==> config.mk <==
export PLATFORM = sky130hd
export DESIGN_NAME = cachable_map_flat
export DESIGN_NICKNAME = d
export VERILOG_FILES = /design/src/rtl/cachable_map_if.sv /design/src/rtl/cachable_map.sv /design/src/flat_wrapper.sv
export SDC_FILE = /design/constraint.sdc
export NUM_CORES = 1
export LEC_CHECK = 0
export CAP_MARGIN = 10
export CELL_PAD_IN_SITES_DETAIL_PLACEMENT = 1
export CELL_PAD_IN_SITES_GLOBAL_PLACEMENT = 1
export CORE_UTILIZATION = 51
export CTS_CLUSTER_SIZE = 12
export DETAILED_ROUTE_END_ITERATION = 12
export GPL_ROUTABILITY_DRIVEN = 1
export PLACE_DENSITY = 0.86
export SLEW_MARGIN = 20
export SYNTH_ARGS = -nofsm -noshare
export SYNTH_HDL_FRONTEND = slang
export SYNTH_SLANG_ARGS = --single-unit
==> constraint.sdc <==
create_clock -name i_clk -period 12.2 [get_ports i_clk]
set_input_delay 2.44 -clock i_clk [delete_from_list [all_inputs] [get_ports i_clk]]
set_output_delay 2.44 -clock i_clk [all_outputs]
set_load 0.05 [all_outputs]
==> src/rtl/cachable_map_if.sv <==
// Lookup, table-configuration and cache-flush handshake bundle for cachable_map.
// The lock signals exist only when CACHABLE_MAP_LOCK_EN is defined.
interface cachable_map_if #(
  parameter int ADDRESS_WIDTH = 28,
  parameter int NREGIONS      = 4
);
  localparam int IW = (NREGIONS > 1) ? $clog2(NREGIONS) : 1;

  logic                     i_stb;
  logic [ADDRESS_WIDTH-1:0] i_addr;
  logic                     o_valid;
  logic                     o_cachable;
  logic [IW-1:0]            o_region;

  logic                     i_cfg_we;
  logic [IW-1:0]            i_cfg_idx;
  logic [ADDRESS_WIDTH-1:0] i_cfg_base;
  logic [ADDRESS_WIDTH-1:0] i_cfg_mask;
  logic                     i_cfg_en;

  logic                     o_flush_req;
  logic                     i_flush_ack;

`ifdef CACHABLE_MAP_LOCK_EN
  logic                     i_cfg_lock;
  logic                     o_locked;
`endif

  modport master (
    output i_stb, i_addr, i_cfg_we, i_cfg_idx, i_cfg_base, i_cfg_mask, i_cfg_en, i_flush_ack,
    input  o_valid, o_cachable, o_region, o_flush_req
`ifdef CACHABLE_MAP_LOCK_EN
    , output i_cfg_lock, input o_locked
`endif
  );

  modport slave (
    input  i_stb, i_addr, i_cfg_we, i_cfg_idx, i_cfg_base, i_cfg_mask, i_cfg_en, i_flush_ack,
    output o_valid, o_cachable, o_region, o_flush_req
`ifdef CACHABLE_MAP_LOCK_EN
    , input i_cfg_lock, output o_locked
`endif
  );
endinterface

==> src/rtl/cachable_map.sv <==
// Runtime-programmable cachability region decoder with a cache-flush handshake on table rewrites.
// Optional sticky table lock is built when CACHABLE_MAP_LOCK_EN is defined.
module cachable_map #(
  parameter int ADDRESS_WIDTH = 28,
  parameter int NREGIONS      = 4,
  parameter logic [ADDRESS_WIDTH-1:0] MEM_ADDR = {4'b0100, {(ADDRESS_WIDTH-4){1'b0}}},
  parameter logic [ADDRESS_WIDTH-1:0] MEM_MASK = {4'b1111, {(ADDRESS_WIDTH-4){1'b0}}}
) (
  input  logic          i_clk,
  input  logic          i_reset_n,
  cachable_map_if.slave bus
);
  localparam int AW = ADDRESS_WIDTH;
  localparam int IW = (NREGIONS > 1) ? $clog2(NREGIONS) : 1;
  localparam logic [IW:0] NREG_LIMIT = (IW+1)'(NREGIONS);

  typedef enum logic {IDLE, FLUSH} state_t;

  state_t                state_q;
  state_t                state_d;
  logic [AW-1:0]         base_q [NREGIONS];
  logic [AW-1:0]         mask_q [NREGIONS];
  logic [NREGIONS-1:0]   valid_q;
  logic                  locked_q;
  logic                  cfg_ok;
  logic                  hit;
  logic [IW-1:0]         hit_idx;
  logic                  valid_r;
  logic                  cachable_r;
  logic [IW-1:0]         region_r;

`ifdef CACHABLE_MAP_LOCK_EN
  // Lock is sampled from the registered bit, so a write in the locking cycle still lands.
  always_ff @(posedge i_clk) begin
    if (!i_reset_n)
      locked_q <= 1'b0;
    else if (bus.i_cfg_lock)
      locked_q <= 1'b1;
  end
  assign bus.o_locked = locked_q;
`else
  assign locked_q = 1'b0;
`endif

  assign cfg_ok = bus.i_cfg_we && ({1'b0, bus.i_cfg_idx} < NREG_LIMIT) && !locked_q;

  // Scan from the top down so the lowest hitting index is the one left standing.
  always_comb begin
    hit     = 1'b0;
    hit_idx = '0;
    for (int k = NREGIONS-1; k >= 0; k--) begin
      if (valid_q[k] && ((bus.i_addr & mask_q[k]) == base_q[k])) begin
        hit     = 1'b1;
        hit_idx = IW'(k);
      end
    end
  end

  always_ff @(posedge i_clk) begin
    if (!i_reset_n) begin
      for (int k = 0; k < NREGIONS; k++) begin
        base_q[k]  <= (k == 0) ? MEM_ADDR : '0;
        mask_q[k]  <= (k == 0) ? MEM_MASK : '0;
        valid_q[k] <= (k == 0) && (MEM_ADDR != '0);
      end
    end else if (cfg_ok) begin
      for (int k = 0; k < NREGIONS; k++) begin
        if (bus.i_cfg_idx == IW'(k)) begin
          base_q[k]  <= bus.i_cfg_base;
          mask_q[k]  <= bus.i_cfg_mask;
          valid_q[k] <= bus.i_cfg_en;
        end
      end
    end
  end

  always_ff @(posedge i_clk) begin
    if (!i_reset_n)
      state_q <= IDLE;
    else
      state_q <= state_d;
  end

  // A fresh write always re-arms the flush, even when it coincides with an ack.
  always_comb begin
    state_d = state_q;
    case (state_q)
      IDLE:    if (cfg_ok) state_d = FLUSH;
      FLUSH:   if (!cfg_ok && bus.i_flush_ack) state_d = IDLE;
      default: state_d = IDLE;
    endcase
  end

  assign bus.o_flush_req = (state_q == FLUSH);

  always_ff @(posedge i_clk) begin
    if (!i_reset_n) begin
      valid_r    <= 1'b0;
      cachable_r <= 1'b0;
      region_r   <= '0;
    end else begin
      valid_r <= bus.i_stb;
      if (bus.i_stb) begin
        cachable_r <= hit && (state_q == IDLE) && !bus.i_cfg_we;
        region_r   <= hit_idx;
      end
    end
  end

  assign bus.o_valid    = valid_r;
  assign bus.o_cachable = cachable_r;
  assign bus.o_region   = region_r;
endmodule
==> src/flat_wrapper.sv <==
// flat-port wrapper written by rule: the top's interface ports become plain ports
module cachable_map_flat 
#(
  parameter int ADDRESS_WIDTH = 28,
  parameter int NREGIONS      = 4,
  parameter logic [ADDRESS_WIDTH-1:0] MEM_ADDR = {4'b0100, {(ADDRESS_WIDTH-4){1'b0}}},
  parameter logic [ADDRESS_WIDTH-1:0] MEM_MASK = {4'b1111, {(ADDRESS_WIDTH-4){1'b0}}}
)
  (i_clk, i_reset_n, bus_i_stb, bus_i_addr, bus_i_cfg_we, bus_i_cfg_idx, bus_i_cfg_base, bus_i_cfg_mask, bus_i_cfg_en, bus_i_flush_ack, bus_o_valid, bus_o_cachable, bus_o_region, bus_o_flush_req);
  cachable_map_if #(.ADDRESS_WIDTH(ADDRESS_WIDTH), .NREGIONS(NREGIONS)) bus_i ();
  input  logic i_clk;
  input  logic i_reset_n;
  input wire logic [$bits(bus_i.i_stb)-1:0] bus_i_stb;
  input wire logic [$bits(bus_i.i_addr)-1:0] bus_i_addr;
  input wire logic [$bits(bus_i.i_cfg_we)-1:0] bus_i_cfg_we;
  input wire logic [$bits(bus_i.i_cfg_idx)-1:0] bus_i_cfg_idx;
  input wire logic [$bits(bus_i.i_cfg_base)-1:0] bus_i_cfg_base;
  input wire logic [$bits(bus_i.i_cfg_mask)-1:0] bus_i_cfg_mask;
  input wire logic [$bits(bus_i.i_cfg_en)-1:0] bus_i_cfg_en;
  input wire logic [$bits(bus_i.i_flush_ack)-1:0] bus_i_flush_ack;
  output wire logic [$bits(bus_i.o_valid)-1:0] bus_o_valid;
  output wire logic [$bits(bus_i.o_cachable)-1:0] bus_o_cachable;
  output wire logic [$bits(bus_i.o_region)-1:0] bus_o_region;
  output wire logic [$bits(bus_i.o_flush_req)-1:0] bus_o_flush_req;
  assign bus_i.i_stb = bus_i_stb;
  assign bus_i.i_addr = bus_i_addr;
  assign bus_i.i_cfg_we = bus_i_cfg_we;
  assign bus_i.i_cfg_idx = bus_i_cfg_idx;
  assign bus_i.i_cfg_base = bus_i_cfg_base;
  assign bus_i.i_cfg_mask = bus_i_cfg_mask;
  assign bus_i.i_cfg_en = bus_i_cfg_en;
  assign bus_i.i_flush_ack = bus_i_flush_ack;
  assign bus_o_valid = bus_i.o_valid;
  assign bus_o_cachable = bus_i.o_cachable;
  assign bus_o_region = bus_i.o_region;
  assign bus_o_flush_req = bus_i.o_flush_req;
  cachable_map #(.ADDRESS_WIDTH(ADDRESS_WIDTH), .NREGIONS(NREGIONS), .MEM_ADDR(MEM_ADDR), .MEM_MASK(MEM_MASK)) u_core (.i_clk(i_clk), .i_reset_n(i_reset_n), .bus(bus_i));
endmodule
==> impl_metrics.toml <==
[critical_path]
critPathKind = "in -> reg"
cp_num_cells = 7
critical_path_required_ns = 12.60
worst-r2r-cell-count = 6
setup.worst_path.end_class = "flip-flop"
worstPathCellList = "clkdlybuf4s50_1, a21oi_1, o22ai_1, or4_1, or4_1, a21oi_1, o21ai_1"
critical_path_buf_inv_count = 1
worstReg2RegStart = "u_core.mask_q[2][4]$_SDFFCE_PN0P_"
path_delay_family = "simple AND/OR/NAND/NOR gates"
timing.critical_path.to = "u_core.bus.o_region[0]$_SDFFE_PN0P_"
worst-r2r-setup-slack_ns = 9.85
cp.arrival_ns = 4.83
worst_setup_path_startpoint = "bus_i_addr[4]"
worstSetupStartpointType = "input pin"
critPathMaxFanout = 8
timing.critical_path.slowest_stage_cell = "sky130_fd_sc_hd__or4_1"
reg2reg_to = "u_core.bus.o_region[0]$_SDFFE_PN0P_"
cpPeakStageDelay_ns = 0.57

[logic_synthesis]
synth_xor_area_share_pct = 1.07
synthesis.nets = 906
combinational_family_with_the_most_area_after_synthesis = "simple AND/OR/NAND/NOR gates"
synth.distinct_cells = 38
post_synth.cell_area_avg_um2 = 13.0
synth-warning-count = 0
synth-compound-area-share_pct = 9.59
postSynth.asyncResetShare_pct = 0
number_of_enable_flip_flop_cells_after_synthesis = 224
synth.ff_latch_count = 233
synthFlopType = "sky130_fd_sc_hd__edfxtp_1"
synthSimpleGateAreaFrac_pct = 22.9
ys_seq_area_share_pct = 65.4
synth_fa_ha_area_share_pct = 0
syn-instance-count = 814
post_synth_mux_area_share_pct = 0
syn_area_mm2 = 0.0106

[placed_design]
rd_place_congestion = 0.862
port_buffers = 96
numPlacedInstances = 1163
detailedPlacementHpwl_mm = 19.8

[finish]
synth_to_final_area_change_pct = 19.7
final_common_cell = "sky130_fd_sc_hd__edfxtp_1"
final_layout_size_suffix_gt1_share_pct = 5.87
instances_no_fill = 1208
layout.core_utilization_pct = 62.4
fillerInstances = 1933
net_total_in_the_final_layout = 1012
mostFrequentLayoutCells = "sky130_fd_sc_hd__edfxtp_1, sky130_fd_sc_hd__and2_1, sky130_fd_sc_hd__clkdlybuf4s50_1"

[sta]
max_transition_margin_pct = 41.5
period_share_pct = 36.3
final_hold_viol_count = 0
max_freq_mhz = 226
rsz0062_at_grt = "no"
worstMarginPinSlew_ns = 0.878
timing.hold.ws_ns = 0.517
final_period_demand_of_the_worst_path_ns = 4.43
timing.final.setup_violations = 0
timing.clock.skew_ns = 0.0122
drv_slew = 0
fin_setup_tns_ns = 0

[grt]
first_global_vias = 7829
groute.layer.met2.usage_pct = 51.1
globalRouteMet1Util_pct = 33.8
grt_antenna_before_repair = 2
largest_net_degree_at_the_start_of_global_routing = 58
global_route.peak_usage_layer = "met2"
track_usage_pct = 28.4
grt_util_met3_pct = 5.05
grt_pass1_wl_mm = 45.1
grt_overflow_total = 0

[floorplan]
die_area_mm2 = 0.0213
fp.dieW_um = 146
rows = 52
die_height_um = 146
placeableCoreArea_mm2 = 0.0202
top_level_ports = 97
floorplan.initialDensity_pct = 52.2

[clock_network]
cts_tree = "built"
post_cts_buffers = 0
cts.sinks = 233
cts.path.max_buffers = 3
worst_setup_hold_path_clk_slew_ns = 0.06
count_of_h_tree_levels_built_during_cts = 1
clkLatencyLatePin_ns = 0.52
post_cts_hold_buffer_count = 0
resized_gates_after_cts = 0
cts_root_buf = "sky130_fd_sc_hd__clkbuf_16"
tritoncts.num_buffers = 25

[drt]
wl_per_cell_um = 24.4
drc = 0
detail_route.first_pass.iterations = 5
via_per_inst = 5.99
via_count = 7232
detail-route-antenna-nets = 0
total_routed_length_mm = 29.4
drtIter0Drc = 423

[power_and_ir_drop]
power.share.combinational_pct = 8.8
power_switching_mw = 0.424
swShare_pct = 22.8
clockPowerShare_pct = 39.3
power.total_mw = 1.86
internal-power_mw = 1.44
power.density_cell_area_mw_per_mm2 = 147
vdd.ir_drop.worst_mv = 0.113
cellLeakagePower_nw = 4.78
seqPwrFrac_pct = 52.0

[status]
status = "completed"

[min_path]
hold_path.class = "reg -> reg"
worstHoldStart = "u_core.bus.o_cachable$_SDFFE_PN0P_"

[flow_run]
max_cap_viol_count = 0
power by group through the flow:
stage	Combinational, mW	Clock [mW]	Sequential [mW]
2_1_floorplan	0.0723	0	0.975
3_3_place_gp	0.156	0	0.975
3_5_place_dp	0.161	0	0.982
4_1_cts	0.164	0.738	0.967
5_1_grt	0.174	0.769	0.973
6_report	0.163	0.732	0.968
state kept, by name, indices dropped and copies added (netlist names):
name                    count
u_core.bus.o_region         2
u_core.bus.o_flush_req      1
u_core.mask_q             112
u_core.bus.o_cachable       1
u_core.valid_q              4
u_core.bus.o_valid          1
u_core.base_q             112
cell type report:
class	instances	area, um2	share of cell area, %
well taps	270	338	2.67
repair buffers	104	1020	8.08
clock buffers	38	694	5.50
multi-input cells	554	3590	28.4
inverters	2	7.51	0.0594
diodes	1	2.50	0.0198
flip-flops and latches	233	6910	54.7
clock inverters	6	77.6	0.614
layer usage:
metal	wire length (um)	share of wire (%)	up-vias
met5	0	0	-
met4	947	3.2	0
met3	1770	6.0	61
met2	15300	52	230
met1	11400	39	3682
li1	-	-	3259
metrics by stage:
stage,worst slack (ns),area (um2)
5_1_grt,7.74,12600
3_5_place_dp,7.31,11900
6_report,7.77,12600
4_1_cts,7.84,12600
2_1_floorplan,5.08,10600
3_3_place_gp,7.43,11900
worst min-delay path by stage:
stage | cells past startpoint | slack (ns) | end
3_3_place_gp | 2 | 0.49 | u_core.valid_q[0]$_SDFFE_PN1P_
6_report | 2 | 0.52 | u_core.bus.o_cachable$_SDFFE_PN0P_
4_1_cts | 2 | 0.52 | u_core.bus.o_cachable$_SDFFE_PN0P_
2_1_floorplan | 1 | 0.46 | u_core.valid_q[1]$_SDFFE_PN0P_
3_5_place_dp | 2 | 0.50 | u_core.bus.o_cachable$_SDFFE_PN0P_
5_1_grt | 2 | 0.52 | u_core.bus.o_cachable$_SDFFE_PN0P_
cell usage after synthesis (2+ instances only):
| cell type | count | area, um2 |
|---|---|---|
| sky130_fd_sc_hd__nand3_1 | 13 | 65.1 |
| sky130_fd_sc_hd__nand3b_1 | 2 | 15.0 |
| sky130_fd_sc_hd__a21oi_1 | 70 | 350 |
| sky130_fd_sc_hd__xnor2_1 | 11 | 96.3 |
| sky130_fd_sc_hd__o21ai_1 | 2 | 10.0 |
| sky130_fd_sc_hd__nand2b_1 | 7 | 43.8 |
| sky130_fd_sc_hd__and3b_1 | 18 | 158 |
| sky130_fd_sc_hd__edfxtp_1 | 224 | 6730 |
| sky130_fd_sc_hd__and2_1 | 219 | 1370 |
| sky130_fd_sc_hd__a32o_1 | 3 | 30.0 |
| sky130_fd_sc_hd__and3_1 | 67 | 419 |
| sky130_fd_sc_hd__nor2_1 | 3 | 11.3 |
| sky130_fd_sc_hd__dfxtp_1 | 9 | 180 |
| sky130_fd_sc_hd__nor3b_1 | 2 | 15.0 |
| sky130_fd_sc_hd__nand2_1 | 21 | 78.8 |
| sky130_fd_sc_hd__and3b_2 | 2 | 20.0 |
| sky130_fd_sc_hd__or4_1 | 8 | 60.1 |
| sky130_fd_sc_hd__a21o_1 | 12 | 90.1 |
| sky130_fd_sc_hd__nand4_1 | 8 | 50.1 |
| sky130_fd_sc_hd__a21boi_0 | 19 | 143 |
| sky130_fd_sc_hd__nor2b_1 | 2 | 12.5 |
| sky130_fd_sc_hd__nor4_1 | 7 | 43.8 |
| sky130_fd_sc_hd__o22a_1 | 16 | 140 |
| sky130_fd_sc_hd__o22ai_1 | 16 | 100 |
| sky130_fd_sc_hd__clkbuf_1 | 25 | 93.8 |
| sky130_fd_sc_hd__inv_1 | 2 | 7.51 |
| sky130_fd_sc_hd__o21ai_0 | 4 | 20.0 |
| sky130_fd_sc_hd__a211oi_1 | 12 | 90.1 |
kinds of logic after synthesis:
group	count (synthesis)
buf+inv	27
simple gates	384
compound gates	158
flops	233
xor+xnor	12
worst reg2reg max path, delay by kind of cell (launching register included):
family             cells  cell delay (ns)
and+or+nand+nor        2             1.05
AOI/OAI and AO/OA      4             0.78
DFF                    1             0.39
Note: power is estimated with default switching activity, not from simulation.
